[config.mk]
export PLATFORM = sky130hd
export DESIGN_NAME = cpu7_excp_ctl
export DESIGN_NICKNAME = d
export VERILOG_FILES = /design/src/rtl/cpu7_excp_ctl_pkg.sv /design/src/rtl/cpu7_excp_prio.sv /design/src/rtl/cpu7_excp_ctl.sv
export SDC_FILE = /design/constraint.sdc
export NUM_CORES = 1
export LEC_CHECK = 0
export CORE_MARGIN = 3
export CORE_UTILIZATION = 40
export CTS_CLUSTER_SIZE = 30
export DETAILED_ROUTE_END_ITERATION = 12
export PLACE_DENSITY = 0.9
export SYNTH_ARGS = -nofsm -noshare
export SYNTH_HDL_FRONTEND = slang
export SYNTH_SLANG_ARGS = --single-unit
[constraint.sdc]
create_clock -name clk -period 4.35 [get_ports clk]
set_input_delay 0.87 -clock clk [delete_from_list [all_inputs] [get_ports clk]]
set_output_delay 0.87 -clock clk [all_outputs]
set_load 0.02 [all_outputs]
[src/rtl/cpu7_excp_ctl_pkg.sv]
// cpu7_excp_ctl_pkg
//   Shared definitions for the exception/interrupt sequencer:
//   - sequencer state encoding
//   - exception codes (ECODE) written to ESTAT
//   - bit positions inside the interrupt status vector
//   - badv source select used between the priority encoder and the top
package cpu7_excp_ctl_pkg;

   typedef enum logic [1:0] {
      ST_IDLE   = 2'd0,
      ST_DRAIN  = 2'd1,
      ST_COMMIT = 2'd2,
      ST_REDIR  = 2'd3
   } excp_state_t;

   localparam logic [5:0] ECODE_INT  = 6'h00;
   localparam logic [5:0] ECODE_ADEF = 6'h08;
   localparam logic [5:0] ECODE_ALE  = 6'h09;
   localparam logic [5:0] ECODE_SYS  = 6'h0B;
   localparam logic [5:0] ECODE_BRK  = 6'h0C;
   localparam logic [5:0] ECODE_INE  = 6'h0D;

   // Interrupt status bit positions
   localparam int IS_SWI0 = 0;
   localparam int IS_SWI1 = 1;
   localparam int IS_HWI0 = 2;
   localparam int IS_HWI7 = 9;
   localparam int IS_TI   = 11;
   localparam int IS_IPI  = 12;

   typedef enum logic [1:0] {
      BADV_ZERO  = 2'd0,
      BADV_PC    = 2'd1,
      BADV_VADDR = 2'd2
   } badv_sel_t;

endpackage

[src/rtl/cpu7_excp_prio.sv]
// cpu7_excp_prio
//   Purely combinational priority encoder for the instruction at _e.
//   Priority (highest first): interrupt, adef, ine, sys, brk, ale, ertn.
//   An exception on an ertn instruction wins; the ertn is dropped.
// Ports:
//   intr, adef, ine, sys, brk, ale, ertn : cause flags
//   hit      : any cause present
//   code     : exception code of the winning cause (0 for interrupt/ertn)
//   badv_sel : which address feeds badv for the winning cause
//   is_ertn  : the winning cause is ertn (no exception present)
module cpu7_excp_prio
   import cpu7_excp_ctl_pkg::*;
(
   input  logic       intr,
   input  logic       adef,
   input  logic       ine,
   input  logic       sys,
   input  logic       brk,
   input  logic       ale,
   input  logic       ertn,
   output logic       hit,
   output logic [5:0] code,
   output badv_sel_t  badv_sel,
   output logic       is_ertn
);

   always_comb begin
      hit      = 1'b1;
      code     = ECODE_INT;
      badv_sel = BADV_ZERO;
      is_ertn  = 1'b0;
      if (intr) begin
         code = ECODE_INT;
      end else if (adef) begin
         code     = ECODE_ADEF;
         badv_sel = BADV_PC;
      end else if (ine) begin
         code = ECODE_INE;
      end else if (sys) begin
         code = ECODE_SYS;
      end else if (brk) begin
         code = ECODE_BRK;
      end else if (ale) begin
         code     = ECODE_ALE;
         badv_sel = BADV_VADDR;
      end else if (ertn) begin
         is_ertn = 1'b1;
      end else begin
         hit = 1'b0;
      end
   end

endmodule

[src/rtl/cpu7_excp_ctl.sv]
// cpu7_excp_ctl
//   Exception/interrupt sequencer between the execute stage (_e) and the
//   CSR file. Picks the highest priority cause for the _e instruction,
//   drains the pipeline, issues a single-cycle commit pulse into the CSR
//   file and then redirects fetch to eentry (exception) or era (ertn).
//
//   Flow: IDLE -(event)-> DRAIN -(lsu_idle)-> COMMIT -> REDIR -> IDLE
//
// Optional build macro:
//   CPU7_EXCP_INTR_SYNC_EN : hardware interrupt lines csr_is[HWI7:HWI0]
//                            pass through a 2-flop synchronizer before
//                            the interrupt term (+2 cycles latency).
//
// Ports:
//   clk, resetn           : clock, asynchronous active-low reset
//   valid_e, pc_e, vaddr_e: _e instruction valid, PC, memory address
//   exc_*_e, ertn_e       : cause flags of the _e instruction
//   csr_is, csr_lie       : interrupt status / local enable
//   csr_crmd_ie           : global interrupt enable
//   csr_eentry, csr_era   : redirect targets, sampled in REDIR
//   lsu_idle              : no outstanding memory operations
//   excp_stall_e          : hold _e (event cycle and every non-IDLE state)
//   excp_flush            : kill younger instructions (DRAIN)
//   exu_ifu_except        : exception commit pulse with exccode/badv/era_pc
//   ertn_commit           : ertn commit pulse
//   redirect_vld/pc       : fetch redirect strobe and target
//   excp_state            : current sequencer state (observation only)
module cpu7_excp_ctl
   import cpu7_excp_ctl_pkg::*;
#(
   parameter int GRLEN  = 32,
   parameter int NUM_IS = 13
) (
   input  logic              clk,
   input  logic              resetn,
   input  logic              valid_e,
   input  logic [GRLEN-1:0]  pc_e,
   input  logic [GRLEN-1:0]  vaddr_e,
   input  logic              exc_adef_e,
   input  logic              exc_ine_e,
   input  logic              exc_sys_e,
   input  logic              exc_brk_e,
   input  logic              exc_ale_e,
   input  logic              ertn_e,
   input  logic [NUM_IS-1:0] csr_is,
   input  logic [NUM_IS-1:0] csr_lie,
   input  logic              csr_crmd_ie,
   input  logic [GRLEN-1:0]  csr_eentry,
   input  logic [GRLEN-1:0]  csr_era,
   input  logic              lsu_idle,
   output logic              excp_stall_e,
   output logic              excp_flush,
   output logic              exu_ifu_except,
   output logic [5:0]        exccode,
   output logic [GRLEN-1:0]  badv,
   output logic [GRLEN-1:0]  era_pc,
   output logic              ertn_commit,
   output logic              redirect_vld,
   output logic [GRLEN-1:0]  redirect_pc,
   output logic [1:0]        excp_state
);

   excp_state_t      state;
   excp_state_t      state_nxt;

   logic [NUM_IS-1:0] is_eff;
   logic              intr;
   logic              hit;
   logic [5:0]        prio_code;
   badv_sel_t         prio_badv_sel;
   logic              prio_ertn;
   logic              take;
   logic [GRLEN-1:0]  badv_mux;

   logic [5:0]        cap_code;
   logic [GRLEN-1:0]  cap_badv;
   logic [GRLEN-1:0]  cap_pc;
   logic              cap_ertn;

   // ------------------------------------------------------------------
   // Interrupt status path
   // ------------------------------------------------------------------
`ifdef CPU7_EXCP_INTR_SYNC_EN
   logic [IS_HWI7:IS_HWI0] hwi_s1;
   logic [IS_HWI7:IS_HWI0] hwi_s2;

   always_ff @(posedge clk or negedge resetn) begin
      if (!resetn) begin
         hwi_s1 <= '0;
         hwi_s2 <= '0;
      end else begin
         hwi_s1 <= csr_is[IS_HWI7:IS_HWI0];
         hwi_s2 <= hwi_s1;
      end
   end

   always_comb begin
      is_eff                  = csr_is;
      is_eff[IS_HWI7:IS_HWI0] = hwi_s2;
   end
`else
   assign is_eff = csr_is;
`endif

   // Level-sensitive, never latched: re-evaluated every IDLE cycle.
   assign intr = csr_crmd_ie & (|(is_eff & csr_lie));

   cpu7_excp_prio u_prio (
      .intr     (intr),
      .adef     (exc_adef_e),
      .ine      (exc_ine_e),
      .sys      (exc_sys_e),
      .brk      (exc_brk_e),
      .ale      (exc_ale_e),
      .ertn     (ertn_e),
      .hit      (hit),
      .code     (prio_code),
      .badv_sel (prio_badv_sel),
      .is_ertn  (prio_ertn)
   );

   // resetn gates the event term so that the combinational stall stays
   // low while reset is held, even if the pipeline presents an event.
   assign take = resetn & (state == ST_IDLE) & valid_e & hit;

   always_comb begin
      case (prio_badv_sel)
         BADV_PC:    badv_mux = pc_e;
         BADV_VADDR: badv_mux = vaddr_e;
         default:    badv_mux = '0;
      endcase
   end

   // ------------------------------------------------------------------
   // Capture of the event taken in IDLE
   // ------------------------------------------------------------------
   always_ff @(posedge clk or negedge resetn) begin
      if (!resetn) begin
         cap_code <= '0;
         cap_badv <= '0;
         cap_pc   <= '0;
         cap_ertn <= 1'b0;
      end else if (take) begin
         cap_code <= prio_code;
         cap_badv <= badv_mux;
         cap_pc   <= pc_e;
         cap_ertn <= prio_ertn;
      end
   end

   // ------------------------------------------------------------------
   // FSM: state register
   // ------------------------------------------------------------------
   always_ff @(posedge clk or negedge resetn) begin
      if (!resetn) begin
         state <= ST_IDLE;
      end else begin
         state <= state_nxt;
      end
   end

   // ------------------------------------------------------------------
   // FSM: next state
   // ------------------------------------------------------------------
   always_comb begin
      state_nxt = state;
      case (state)
         ST_IDLE:   if (take) state_nxt = ST_DRAIN;
         ST_DRAIN:  if (lsu_idle) state_nxt = ST_COMMIT;
         ST_COMMIT: state_nxt = ST_REDIR;
         ST_REDIR:  state_nxt = ST_IDLE;
         default:   state_nxt = ST_IDLE;
      endcase
   end

   // ------------------------------------------------------------------
   // FSM: outputs (commit/redirect payloads are zero outside their cycle)
   // ------------------------------------------------------------------
   always_comb begin
      excp_stall_e   = 1'b0;
      excp_flush     = 1'b0;
      exu_ifu_except = 1'b0;
      exccode        = '0;
      badv           = '0;
      era_pc         = '0;
      ertn_commit    = 1'b0;
      redirect_vld   = 1'b0;
      redirect_pc    = '0;
      case (state)
         ST_IDLE: begin
            excp_stall_e = take;
         end
         ST_DRAIN: begin
            excp_stall_e = 1'b1;
            excp_flush   = 1'b1;
         end
         ST_COMMIT: begin
            excp_stall_e = 1'b1;
            if (cap_ertn) begin
               ertn_commit = 1'b1;
            end else begin
               exu_ifu_except = 1'b1;
               exccode        = cap_code;
               badv           = cap_badv;
               era_pc         = cap_pc;
            end
         end
         ST_REDIR: begin
            excp_stall_e = 1'b1;
            redirect_vld = 1'b1;
            // CSR values are read live here so a write made during
            // COMMIT is already visible.
            redirect_pc  = cap_ertn ? csr_era : csr_eentry;
         end
         default: ;
      endcase
   end

   assign excp_state = state;

endmodule

# ---- After elaboration in Yosys (flattened, before gate mapping)
# Index checks and enable logic that the tools add are counted.
dict set report op_classes {
  n_addsub 0
  multipliers 0
  n_div 0
  order_cmp 0
  eq_ne 7
  n_shift 0
  mux 44
  bitwise_logic 5
  n_reduce_logical 4
}
# op count
set ops {}
lappend ops {{$mux 32} 6}
lappend ops {{$pmux 32 s2} 1}
lappend ops {{$mux 6} 7}
lappend ops {{$mux 1} 19}
lappend ops {{$mux 2} 8}
lappend ops {{$and 13x13->13} 1}
lappend ops {{$reduce_or 13->1} 1}
lappend ops {{$pmux 2 s4} 1}
lappend ops {{$eq 2x2->1 const B} 3}
lappend ops {{$and 1x1->1} 4}
lappend ops {{$eq 2x1->1 const B} 2}
lappend ops {{$mux 4} 1}
lappend ops {{$ne 2x2->1 const B} 2}
lappend ops {{$reduce_or 3->1} 1}
lappend ops {{$logic_not 2->1} 1}
lappend ops {{$pmux 1 s2} 1}
lappend ops {{$reduce_and 2->1} 1}
dict set report word_totals {
  ff_bits 73
  latchBits 0
  mem_bits_rw 0
  mem_bits_ro 0
  input_bits 165
  out_inout_bits 109
  word_cells 65
  memories 0
}

# ---- Depth between registers and ports, before layout
dict set report logic_depth {
  depth_word 10
  mapped_depth 10
  ltp_nobuf 9
}

# ---- Hierarchy
# Synthesis repeated with hierarchy kept, for this count alone.
dict set report unflattened {
  hier_cells 423
  area_unflattened_um2 4484.3
}
# module n_inst cells_per_inst area_per_inst_um2 seq_area_each_um2
set by_module_without_submodules {}
lappend by_module_without_submodules {cpu7_excp_ctl 1 406 4371.7 1826.8}
lappend by_module_without_submodules {cpu7_excp_prio 1 17 112.6 0.0}

# ---- Worst setup path before layout
# OpenSTA, ideal clock, no wires.
dict set report synth_timing {
  path_kind {in2out}
  start {input csr_is[3]}
  end {output excp_stall_e}
  arrival_time_ns 2.205
  required_ns 3.480
  setup_slack_ns 1.275
  path_stages 7
  path_cell_list {a222oi_1 -> nand3_1 -> o21ai_4 -> a21oi_2 -> buf_6 -> buf_6 -> nand2b_1}
}
dict set report synth_via {
  elab_chain_len 6
}
# item line_no
set synth_lines {}
lappend synth_lines {{start: declaration} cpu7_excp_ctl.sv:45} ;# input logic [NUM_IS-1:0] csr_is,
lappend synth_lines {{$and 13x13->13} cpu7_excp_ctl.sv:106} ;# assign intr = csr_crmd_ie & (|(is_eff & csr_lie));
lappend synth_lines {{$reduce_or 13->1} cpu7_excp_ctl.sv:106}
lappend synth_lines {{$and 1x1->1} cpu7_excp_ctl.sv:106}
lappend synth_lines {{$mux 1} cpu7_excp_prio.sv:32} ;# if (intr) begin
lappend synth_lines {{$and 1x1->1} cpu7_excp_ctl.sv:124} ;# assign take = resetn & (state == ST_IDLE) & valid_e & hit;
lappend synth_lines {{$pmux 1 s2} cpu7_excp_ctl.sv:189} ;# case (state)
lappend synth_lines {{end: declaration} cpu7_excp_ctl.sv:51} ;# output logic excp_stall_e,
# No other way between the ends.

# ---- Final worst setup path
# Ends and elaborated chain as after synthesis.

==> metrics.csv <==
metric,value,unit
grt_util_met2,43.0,%
cp-end-kind,output port,
async_flop_share,100,%
ys_seq_area_share,40.4,%
path_clk_slew,0.07,ns
cts_tree,done,
io_buffer_count,271,
drtAntennaViolNets,0,
root_buffer,clkbuf_8,
cts_setup_buffers,0,
worstMarginPinSlew,1.02,ns
slew-limit-headroom,32.1,%
drt-initial-drc-count,232,
crit_fanout,9,
grt_max_degree,73,
yosys.area.top_type,dfrtp_1,
cts-hold-fix-buffers,0,
period_needed,3.84,ns
grt_util_met3,5.13,%
die_w,111,µm
max_freq,261,MHz
r2r_cells,6,
place_congestion,0.900,
die_area,12300,µm²
max-cap-violations,0,
synth_cells,421,
grt.busiest_layer,met2,
antenna_found_initial,0,
min_period_over_period,88.2,%
routedWlPerCell,18.4,µm
cp.required,3.48,ns
firstDrtPassIters,4,
min_path_cells,1,
status,"finished, final reports clean",
synthToLayoutAreaGrowth,68.7,%
grt_use_met1,28.7,%
cts_sinks,71,
fin_nets,850,
tns,0,ns
p_leak,3.08,nW
ys_seq_elements,71,
vdd_drop_max,240,µV
hold_viol_final,0,
synth-main-ff-cell,dfrtp_1,
hold_class,flop to flop,
grt_pass1_vias,4283,
insertion_delay,0.33,ns
vias,4166,
grt_pass1_wl,23600,µm
diodes,0,
core_area,10500,µm²
track_usage,23.7,%
dpl.hpwl,11500,µm
cts_buffers,9,
synth_edf_count,0,
whs,0.499,ns
maxSlewViolCount,0,
cts_buffer_depth,2,
critPathLaunchType,input port,
synth.avg_cell_area,10.4,µm²
setup_viol_count_final,0,
power_density,466,nW/µm²
finClkSkew,0.00681,ns
synth_area_leaders,"dfrtp_1 40%, mux2_2 15%, and2_1 9.8%",
htree_levels,3,
crit_arrival,2.97,ns
initial_core_util,41.8,%
final_cell_mix,"270 x clkdlybuf4s50_1, 70 x dfrtp_1, 69 x and2_1, 60 x mux2_2, 37 x a22oi_1",
drt-total-wl,15100,µm
ys_warn_count,0,
ios,274,
via_per_inst,5.09,
rows,37,
syn_area,4390,µm²
rsz0062_at_grt,false,
grt.overflow.total,0,
drc,0,
ys_types,31,
critPathKind,input port to output port,
mostFrequentLayoutCell,clkdlybuf4s50_1,
drive_above_1_share,13.8,%
cts_resized,0,
synth_top_area_share,40.4,%
die_h,111,µm
-- sequential cells by signal, summed over array words and instances, names as in the netlist --
signal      count
cap_code        4
cap_pc         32
excp_state      2
cap_ertn        1
cap_badv       32
-- synth_stat cells, types with 4 or more instances --
| master | instances |
|---|---|
| and2_1 | 69 |
| nand3_1 | 5 |
| inv_1 | 7 |
| buf_2 | 5 |
| a22oi_1 | 37 |
| clkbuf_1 | 21 |
| nor2_1 | 35 |
| nand2_1 | 4 |
| dfrtp_1 | 71 |
| mux2_4 | 8 |
| nor2b_1 | 33 |
| ha_1 | 7 |
| mux2_2 | 60 |
| mux2i_1 | 33 |
-- report_power, final --
part / switching [W] / internal [W]
logic: 0.000820 / 0.00100
registers: 0.000184 / 0.000882
clock network: 0.000243 / 0.000319
total: 0.00125 / 0.00220
-- critical path, cell delays in order --
cell and delay (ns):
clkdlybuf4s50_1 0.40, a222oi_1 0.38, nand3_1 0.18, o21ai_4 0.32, a21oi_4 0.09, nand2b_1 0.15
clkdlybuf4s50_1 0.58
-- metal layers --
metal  vias to the layer above  share of wire, %  wire length [µm]
li1                       1960                 -                 -
met2                       160                53              7970
met1                      2025                39              5910
met5                         -                 0                 0
met3                        21               6.4               966
met4                         0               1.4               217
-- metrics by stage --
step	setup slack (ns)	instance area (µm²)	utilization [%]	power, W	cells
2_1_floorplan	1.27	4400	-	0.00207	422
3_3_place_gp	0.575	7200	68.5	0.00285	803
3_5_place_dp	0.579	7200	68.5	0.00291	803
4_1_cts	0.553	7410	70.5	0.00349	818
5_1_grt	0.473	7410	70.5	0.00365	818
6_report	0.514	7410	70.5	0.00345	818
-- path summary, 6_finish.rpt --
path                          startpoint            to  slack (ns)
hold reg to reg             cap_badv[31]  cap_badv[31]        0.50
max in group asynchronous         resetn      cap_ertn        2.95
setup reg to reg           excp_state[0]   cap_code[1]        1.94
setup / recovery               csr_is[3]  excp_stall_e        0.51
min in group asynchronous         resetn     cap_pc[8]        0.77
hold / removal              cap_badv[31]  cap_badv[31]        0.50
-- layout make-up --
class / count / area, µm²
inverters: 7 / 26.3
clock buffers: 9 / 124
multi-input cells: 312 / 2460
well taps: 136 / 170
repair buffers: 277 / 2770
fillers: 763 / 3100
clock inverters: 6 / 86.3
flip-flops and latches: 71 / 1780
-- logic make-up after synthesis --
kind of cell	synth area share, %
adders and majority gates	1.99
and+or+nand+nor	20.0
other	0.0853
DFF	40.4
AOI/OAI and AO/OA	7.86
buffers and inverters	3.99
muxes	25.6
Power figures use the tool's default switching activity.
